<file path="config.mk">
export PLATFORM = sky130hd
export DESIGN_NAME = axi_lite_slave_regs
export DESIGN_NICKNAME = d
export VERILOG_FILES = /design/src/rtl/axi_lite_pkg.sv /design/src/rtl/axi_lite_reg_bank.sv /design/src/rtl/axi_lite_slave_regs.sv
export SDC_FILE = /design/constraint.sdc
export NUM_CORES = 1
export LEC_CHECK = 0
export CAP_MARGIN = 20
export CORE_ASPECT_RATIO = 0.9
export CORE_MARGIN = 2
export CORE_UTILIZATION = 62
export CTS_BUF_LIST = sky130_fd_sc_hd__clkbuf_8
export DETAILED_ROUTE_END_ITERATION = 12
export MAX_ROUTING_LAYER = met4
export PLACE_DENSITY = 0.88
export SLEW_MARGIN = 10
export SYNTH_ARGS = -nofsm -noshare
export SYNTH_HDL_FRONTEND = slang
export SYNTH_SLANG_ARGS = --single-unit
</file>
<file path="constraint.sdc">
create_clock -name aclk -period 3.45 [get_ports aclk]
set_input_delay 0.69 -clock aclk [delete_from_list [all_inputs] [get_ports aclk]]
set_output_delay 0.69 -clock aclk [all_outputs]
set_load 0.02 [all_outputs]
</file>
<file path="src/rtl/axi_lite_pkg.sv">
// ---------------------------------------------------------------------------
// axi_lite_pkg
// Shared types and constants for the AXI4-Lite slave register bank:
//   addr_t / data_t / strb_t / resp_t  - channel payload types
//   RESP_OKAY / RESP_SLVERR            - response encodings
//   wr_state_e / rd_state_e            - write and read FSM states
// ---------------------------------------------------------------------------
package axi_lite_pkg;

    localparam int AXI_ADDR_W = 32;
    localparam int AXI_DATA_W = 32;
    localparam int AXI_STRB_W = AXI_DATA_W / 8;

    typedef logic [AXI_ADDR_W-1:0] addr_t;
    typedef logic [AXI_DATA_W-1:0] data_t;
    typedef logic [AXI_STRB_W-1:0] strb_t;
    typedef logic [1:0]            resp_t;

    localparam resp_t RESP_OKAY   = 2'b00;
    localparam resp_t RESP_SLVERR = 2'b10;

    typedef enum logic [1:0] {
        W_IDLE   = 2'b00,
        W_HAVE_A = 2'b01,
        W_HAVE_D = 2'b10,
        W_RESP   = 2'b11
    } wr_state_e;

    typedef enum logic {
        R_IDLE = 1'b0,
        R_DATA = 1'b1
    } rd_state_e;

endpackage

</file>
<file path="src/rtl/axi_lite_reg_bank.sv">
// ---------------------------------------------------------------------------
// axi_lite_reg_bank
// NUM_REGS x DATA_WIDTH register storage with byte-strobe merge.
//   aclk, areset_n  - clock, synchronous active-low clear of all registers
//   we, widx        - write enable and register index
//   wdata, wstrb    - write data and per-byte lane enables
//   ridx -> rdata   - combinational read port
// ---------------------------------------------------------------------------
module axi_lite_reg_bank #(
    parameter int  DATA_WIDTH = 32,
    parameter int  NUM_REGS   = 16,
    localparam int IDX_W      = $clog2(NUM_REGS),
    localparam int STRB_W     = DATA_WIDTH / 8
) (
    input  logic                  aclk,
    input  logic                  areset_n,
    input  logic                  we,
    input  logic [IDX_W-1:0]      widx,
    input  logic [DATA_WIDTH-1:0] wdata,
    input  logic [STRB_W-1:0]     wstrb,
    input  logic [IDX_W-1:0]      ridx,
    output logic [DATA_WIDTH-1:0] rdata
);

    logic [DATA_WIDTH-1:0] regs_r [NUM_REGS];

    // Storage: clear on reset, otherwise update only the strobed byte lanes.
    always_ff @(posedge aclk) begin
        if (!areset_n) begin
            for (int i = 0; i < NUM_REGS; i++) begin
                regs_r[i] <= '0;
            end
        end else if (we) begin
            for (int b = 0; b < STRB_W; b++) begin
                if (wstrb[b]) begin
                    regs_r[widx][8*b +: 8] <= wdata[8*b +: 8];
                end
            end
        end
    end

    // Read port sees the pre-write contents on a same-edge write.
    assign rdata = regs_r[ridx];

endmodule

</file>
<file path="src/rtl/axi_lite_slave_regs.sv">
// ---------------------------------------------------------------------------
// axi_lite_slave_regs
// AXI4-Lite slave register bank with independent read and write paths.
//   aclk, areset_n                      - clock, synchronous active-low reset
//   awaddr/awvalid/awready              - write address channel
//   wdata/wstrb/wvalid/wready           - write data channel
//   bresp/bvalid/bready                 - write response channel
//   araddr/arvalid/arready              - read address channel
//   rdata/rresp/rvalid/rready           - read data channel
// All outputs are registered. Optional macro AXI_LITE_SLAVE_ERR_EN: out-of-
// range accesses return SLVERR (writes dropped, reads return zero); without
// it addresses alias modulo the bank size and all responses are OKAY.
// ---------------------------------------------------------------------------
module axi_lite_slave_regs
    import axi_lite_pkg::*;
#(
    parameter int                    ADDR_WIDTH = 32,
    parameter int                    DATA_WIDTH = 32,
    parameter int                    NUM_REGS   = 16,
    parameter logic [ADDR_WIDTH-1:0] BASE_ADDR  = 32'h0
) (
    input  logic                    aclk,
    input  logic                    areset_n,
    input  logic [ADDR_WIDTH-1:0]   awaddr,
    input  logic                    awvalid,
    output logic                    awready,
    input  logic [DATA_WIDTH-1:0]   wdata,
    input  logic [DATA_WIDTH/8-1:0] wstrb,
    input  logic                    wvalid,
    output logic                    wready,
    output logic [1:0]              bresp,
    output logic                    bvalid,
    input  logic                    bready,
    input  logic [ADDR_WIDTH-1:0]   araddr,
    input  logic                    arvalid,
    output logic                    arready,
    output logic [DATA_WIDTH-1:0]   rdata,
    output logic [1:0]              rresp,
    output logic                    rvalid,
    input  logic                    rready
);

    localparam int                    IDX_W      = $clog2(NUM_REGS);
    localparam int                    STRB_W     = DATA_WIDTH / 8;
    localparam logic [ADDR_WIDTH-1:0] BANK_BYTES = ADDR_WIDTH'(4 * NUM_REGS);

    // True when addr falls inside [BASE_ADDR, BASE_ADDR + 4*NUM_REGS).
    function automatic logic addr_in_range(input logic [ADDR_WIDTH-1:0] addr);
        logic [ADDR_WIDTH-1:0] off;
        off = addr - BASE_ADDR;
        return (addr >= BASE_ADDR) && (off < BANK_BYTES);
    endfunction

    wr_state_e             w_state_r, w_next_s;
    rd_state_e             r_state_r, r_next_s;
    logic                  awready_r, wready_r, bvalid_r, arready_r, rvalid_r;
    resp_t                 bresp_r, rresp_r;
    logic [DATA_WIDTH-1:0] rdata_r;
    logic [ADDR_WIDTH-1:0] awaddr_r;
    logic [DATA_WIDTH-1:0] wdata_r;
    logic [STRB_W-1:0]     wstrb_r;

    logic                  aw_hs_s, w_hs_s, ar_hs_s;
    logic                  commit_s, bank_we_s, wr_ok_s, rd_ok_s;
    logic [ADDR_WIDTH-1:0] commit_addr_s;
    logic [DATA_WIDTH-1:0] commit_data_s, bank_rdata_s, rd_data_s;
    logic [STRB_W-1:0]     commit_strb_s;
    logic [IDX_W-1:0]      widx_s, ridx_s;
    resp_t                 commit_resp_s, rd_resp_s;

    assign aw_hs_s = awvalid & awready_r;
    assign w_hs_s  = wvalid  & wready_r;
    assign ar_hs_s = arvalid & arready_r;

    // Write FSM next state; commit fires on the edge the later of AW/W lands,
    // taking address/data from the channel or from the held copy as needed.
    always_comb begin
        w_next_s      = w_state_r;
        commit_s      = 1'b0;
        commit_addr_s = awaddr;
        commit_data_s = wdata;
        commit_strb_s = wstrb;
        case (w_state_r)
            W_IDLE: begin
                if (aw_hs_s && w_hs_s) begin
                    commit_s = 1'b1;
                    w_next_s = W_RESP;
                end else if (aw_hs_s) begin
                    w_next_s = W_HAVE_A;
                end else if (w_hs_s) begin
                    w_next_s = W_HAVE_D;
                end else begin
                    w_next_s = W_IDLE;
                end
            end
            W_HAVE_A: begin
                commit_addr_s = awaddr_r;
                if (w_hs_s) begin
                    commit_s = 1'b1;
                    w_next_s = W_RESP;
                end else begin
                    w_next_s = W_HAVE_A;
                end
            end
            W_HAVE_D: begin
                commit_data_s = wdata_r;
                commit_strb_s = wstrb_r;
                if (aw_hs_s) begin
                    commit_s = 1'b1;
                    w_next_s = W_RESP;
                end else begin
                    w_next_s = W_HAVE_D;
                end
            end
            W_RESP: begin
                if (bready) begin
                    w_next_s = W_IDLE;
                end else begin
                    w_next_s = W_RESP;
                end
            end
            default: begin
                w_next_s = W_IDLE;
            end
        endcase
    end

    // Read FSM next state.
    always_comb begin
        r_next_s = r_state_r;
        case (r_state_r)
            R_IDLE: begin
                if (ar_hs_s) begin
                    r_next_s = R_DATA;
                end else begin
                    r_next_s = R_IDLE;
                end
            end
            R_DATA: begin
                if (rready) begin
                    r_next_s = R_IDLE;
                end else begin
                    r_next_s = R_DATA;
                end
            end
            default: begin
                r_next_s = R_IDLE;
            end
        endcase
    end

    // Casting the full offset keeps only the low index bits, so without the
    // error option out-of-range addresses alias modulo the bank size.
    assign widx_s = IDX_W'((commit_addr_s - BASE_ADDR) >> 2'd2);
    assign ridx_s = IDX_W'((araddr - BASE_ADDR) >> 2'd2);

`ifdef AXI_LITE_SLAVE_ERR_EN
    assign wr_ok_s = addr_in_range(commit_addr_s);
    assign rd_ok_s = addr_in_range(araddr);
`else
    assign wr_ok_s = 1'b1;
    assign rd_ok_s = 1'b1;
`endif

    assign bank_we_s     = commit_s & wr_ok_s;
    assign commit_resp_s = wr_ok_s ? RESP_OKAY : RESP_SLVERR;
    assign rd_resp_s     = rd_ok_s ? RESP_OKAY : RESP_SLVERR;
    assign rd_data_s     = rd_ok_s ? bank_rdata_s : '0;

    // Write path registers: state, registered readies/valid and held payload.
    always_ff @(posedge aclk) begin
        if (!areset_n) begin
            w_state_r <= W_IDLE;
            awready_r <= 1'b0;
            wready_r  <= 1'b0;
            bvalid_r  <= 1'b0;
            bresp_r   <= RESP_OKAY;
            awaddr_r  <= '0;
            wdata_r   <= '0;
            wstrb_r   <= '0;
        end else begin
            w_state_r <= w_next_s;
            awready_r <= (w_next_s == W_IDLE) || (w_next_s == W_HAVE_D);
            wready_r  <= (w_next_s == W_IDLE) || (w_next_s == W_HAVE_A);
            bvalid_r  <= (w_next_s == W_RESP);
            if (aw_hs_s) begin
                awaddr_r <= awaddr;
            end
            if (w_hs_s) begin
                wdata_r <= wdata;
                wstrb_r <= wstrb;
            end
            if (commit_s) begin
                bresp_r <= commit_resp_s;
            end
        end
    end

    // Read path registers: data/response captured only at the AR handshake.
    always_ff @(posedge aclk) begin
        if (!areset_n) begin
            r_state_r <= R_IDLE;
            arready_r <= 1'b0;
            rvalid_r  <= 1'b0;
            rdata_r   <= '0;
            rresp_r   <= RESP_OKAY;
        end else begin
            r_state_r <= r_next_s;
            arready_r <= (r_next_s == R_IDLE);
            rvalid_r  <= (r_next_s == R_DATA);
            if (ar_hs_s) begin
                rdata_r <= rd_data_s;
                rresp_r <= rd_resp_s;
            end
        end
    end

    axi_lite_reg_bank #(
        .DATA_WIDTH (DATA_WIDTH),
        .NUM_REGS   (NUM_REGS)
    ) u_bank (
        .aclk     (aclk),
        .areset_n (areset_n),
        .we       (bank_we_s),
        .widx     (widx_s),
        .wdata    (commit_data_s),
        .wstrb    (commit_strb_s),
        .ridx     (ridx_s),
        .rdata    (bank_rdata_s)
    );

    assign awready = awready_r;
    assign wready  = wready_r;
    assign bvalid  = bvalid_r;
    assign bresp   = bresp_r;
    assign arready = arready_r;
    assign rvalid  = rvalid_r;
    assign rdata   = rdata_r;
    assign rresp   = rresp_r;

endmodule

</file>
-- Word-level counts from Yosys, hierarchy flattened
Memories as Yosys holds them, arrays and structs flattened. A register that Yosys moved wholly into a read port is not among the register bits.
Index checks and enable logic that the tools add are counted.
- bitwise gates (word level): 5
- equality and inequality tests: 6
- mux-type cells: 37
- reduce and logical (&&, ||, !) cells: 7
- operators by type and width (kind ; number):
    two-way mux 32 bit ; 2
    OR reduction 32 bit ; 1
    two-way mux 1 bit ; 23
    two-way mux 4 bit ; 3
    two-way mux 2 bit ; 5
    equality test 2 bit (second input constant) ; 4
    case mux 2 bit (4 select lines) ; 1
    two-way mux 6 bit ; 1
    equality test 2 x 1 -> 1 bit (second input constant) ; 2
    zero test 2 bit ; 2
    AND 1 bit ; 3
    case mux 1 bit (3 select lines) ; 1
    logical OR 1 bit ; 2
    NOT 1 bit ; 2
    case mux 1 bit (2 select lines) ; 1
    logical AND 1 bit ; 1
    zero test 1 bit ; 1
- input bits: 107
- register bits: 49
- output and inout bits: 41
- memories kept: 1
- bits in writable memories: 512
- logic and storage cells: 65
- memories (memory ; depth ; width ; read ports ; clocked after memory_dff ; write ports ; line ; source):
    u_bank.regs_r ; 16 ; 32 ; 1 ; 1 ; 16 ; axi_lite_reg_bank.sv:25 ; logic [DATA_WIDTH-1:0] regs_r [NUM_REGS];

-- Longest topological paths before layout
- depth in word-level cells: 9
- depth in mapped cells: 8
- depth with buffers taken out: 4

-- Modules after synthesis
From an unflattened synthesis, not the netlist that was laid out.
- cell total of the unflattened synthesis: 1925
- area, all modules: 26183.9 µm²
- by module, submodules not included (module ; times used ; area an instance (µm²) ; sequential area each (µm²) ; cells an instance):
    axi_lite_reg_bank ; 1 ; 22137.5 ; 15374.7 ; 1527
    axi_lite_slave_regs ; 1 ; 4046.4 ; 1581.5 ; 398

-- Least setup slack after synthesis
No wires, ideal clock.
- path kind: input port to flip-flop
- start point: input port awaddr[3]
- end point: memory u_bank.regs_r[7][16], enable pin
- data required time: 3.066 ns
- path buffers: 1
- data arrival time: 2.256 ns
- setup time: 0.384 ns
- stages on the path: 5
- path slack: 0.810 ns
- cell sequence: clkbuf_1 -> nand2_1 -> mux2i_2 -> nand3_1 -> o21ai_0
- RTL lines (what ; line ; source):
    start: declaration ; axi_lite_slave_regs.sv:24 ; input logic [ADDR_WIDTH-1:0] awaddr,
    end: declaration ; axi_lite_reg_bank.sv:25 ;

==> impl_metrics.ini <==
[floorplan]
die_x_um = 222
dieArea_um2 = 44500
initial_utilization_pct = 63.2
core-area_um2 = 42000
fp.dieH_um = 200
io_pins = 148
rows = 71

[grt]
met2_usage_pct = 49.5
grt_max_degree = 46
grt_use_met3_pct = 7.14
grt_antenna_before_repair = 1
met1_usage_pct = 38.7
grt_pass1_wl_um = 101000
top_usage_layer = met2
grt_overflow = 0
grt_util_all_layers_pct = 31.1
grt_pass1_vias = 18100

[placed_design]
port_buffers = 87
dp_hpwl_um = 42900
place_area_um2 = 28200
gp_congestion = 0.875

[worst_setup_path]
r2r_end = u_bank.regs_r[6][30]
reg2reg_from = w_state_r[0]
arrival_ps = 3260
path_class = register to register
end_kind = register
crit_path_start = w_state_r[0]
required_ps = 3760
rrSetupSlack_ps = 500
critPathLaunchType = register
path_max_fanout = 15
rr_worst_depth = 4
cp-endpoint = u_bank.regs_r[6][30]

[timing]
finalClockSkew_ps = 36.3
finalCriticalPeriod_ps = 2950
hold_viol_final = 0
max_freq_mhz = 339
slew_violations = 0
fin_tns_setup_ps = 0
relSlewSlack_pct = 38.6
setup_violations = 0
fin_crit_sh_pct = 85.5
max_slew.worst_pin.slew_ps = 921
rsz0062_at_grt = no

[synth]
synth_compound_area_share_pct = 4.19
synth_xor_area_share_pct = 0
synth_cell_types = 48
synth-main-ff-cell = edfxtp_1
ys_ff_latch = 591
netlist_area_um2 = 26500
synth_area_leaders = edfxtp_1, mux4_2, nor2_1
yosys_warnings = 0
yosysSeqAreaShare_pct = 63.9
synthAdderAreaFrac_pct = 0
async_flop_share_pct = 0
synth-simple-area-share_pct = 14.8
synth.avg_cell_area_um2 = 13.8
synth_top_family_by_area = simple AND/OR/NAND/NOR gates
synth.largest_area_cell = edfxtp_1
synthMuxAreaShare_pct = 13.4
synth_top_area_share_pct = 57.9
synth-edff-count = 512
netlist_instances = 1928

[clock_network]
cts_resized = 0
h-tree-depth = 3
cts_tree = done
insertion_delay_ps = 680
cts.clk_slew.worst_paths_ps = 70
cts_root_buf = clkbuf_8
cts_buffers = 89
cts_setup_buffers = 0
cts_hold_buf = 0
clock-sinks = 591
cts_max_path_buffers = 3

[route]
firstDrtPassIters = 9
drt-initial-drc-count = 2641
drc = 0
routed-via-count = 17600
vias_per_cell = 6.54
drtAntennaViolNets = 0
wl_per_cell_um = 24.9
wirelength_um = 66900

[layout]
syn_to_final_growth_pct = 12.7
drive_gt1_share_pct = 20.7
final_area_um2 = 29900
final_common_cell = edfxtp_1
final_util_pct = 71.2
final_cell_mix = edfxtp_1, nor2_1, nand2_1
fill_cells = 2555
nets = 2175

[status]
outcome = completed

[power]
peakVddDrop_mv = 0.356
power_density_nw_per_um2 = 506
p_leak_nw = 11.3
p_total_w = 0.0151

[worst_hold_path]
hold_class = input pin to register

[flow_run]
cap_violations = 0
[synth_stat cells, types with 3 or more instances]
cell type	count
mux2_2	32
buf_4	29
mux4_2	95
nand3_1	5
nor2_1	447
a21oi_1	42
nand4_2	23
inv_1	12
nand4_4	35
and4bb_2	3
nand2_1	172
clkbuf_1	52
o21ai_0	40
dfxtp_1	79
a221oi_1	31
o32ai_2	3
a22oi_1	31
buf_12	3
buf_2	48
and2_1	3
a31o_2	6
buf_6	13
edfxtp_1	512
buf_8	4
mux2i_1	102
nor3_1	75
a31oi_2	3
[through the flow]
step	setup WS, ps	hold slack (ps)	std cells
2_1_floorplan	810	434	1931
3_3_place_gp	302	441	2524
3_5_place_dp	232	446	2524
4_1_cts	569	418	2691
5_1_grt	399	440	2692
6_report	499	449	2692
[final cells by class]
| cell class | instances | area, um2 | share of cell area [%] |
|---|---|---|---|
| Antenna cell | 1 | 2.50 | 0.00837 |
| Sequential cell | 591 | 17000 | 56.7 |
| Clock inverter | 62 | 272 | 0.908 |
| Inverter | 12 | 45.0 | 0.151 |
| Clock buffer | 105 | 1450 | 4.83 |
| Tap cell | 547 | 684 | 2.29 |
| Timing Repair Buffer | 198 | 1820 | 6.09 |
| Multi-Input combinational cell | 1176 | 8670 | 29.0 |
[worst min-delay path by stage]
| stage | start | endpoint | slack, ps | cells past startpoint |
|---|---|---|---|---|
| after floorplan | wstrb_r[2] | wstrb_r[2] | 430 | 2 |
| after global placement | wdata_r[3] | wdata_r[3] | 440 | 2 |
| after detailed placement | wdata_r[4] | wdata_r[4] | 450 | 2 |
| after CTS | areset_n | wstrb_r[1] | 420 | 3 |
| after global routing | areset_n | wstrb_r[1] | 440 | 3 |
| final | areset_n | wstrb_r[1] | 450 | 3 |
[where the power goes]
part | internal [W] | leakage, nW | switching (W)
Sequential | 0.00800 | 5.93 | 0.000109
Clock | 0.00283 | 1.06 | 0.00266
Combinational | 0.000526 | 4.30 | 0.000996
Total | 0.0114 | 11.3 | 0.00376
[per-layer routing]
| metal | part of all wire, % | up-vias |
|---|---|---|
| met5 | 0 | - |
| met4 | 4.0 | 0 |
| met3 | 13 | 222 |
| met2 | 49 | 1336 |
| met1 | 35 | 8589 |
| li1 | - | 7454 |
[state kept, by name (all words and copies together), names as in the netlist, 2 cells and up]
signal         count
wstrb_r            4
u_bank.regs_r    512
awaddr_r           4
rdata             32
w_state_r          2
wdata_r           32
[worst max-delay path: stages, from the launching register on]
cell	delay [ps]
dfxtp_1	430
nand2b_1	590
a31o_2	680
nand4_2	430
nand2_1	460
[cell families after synthesis]
kind of cell / after synthesis
flip-flops: 591
AND/OR/NAND/NOR: 779
AO/OA/AOI/OAI: 162
other: 1
buffers and inverters: 164
multiplexers: 231
No activity file was read; power rests on OpenSTA's default activity.
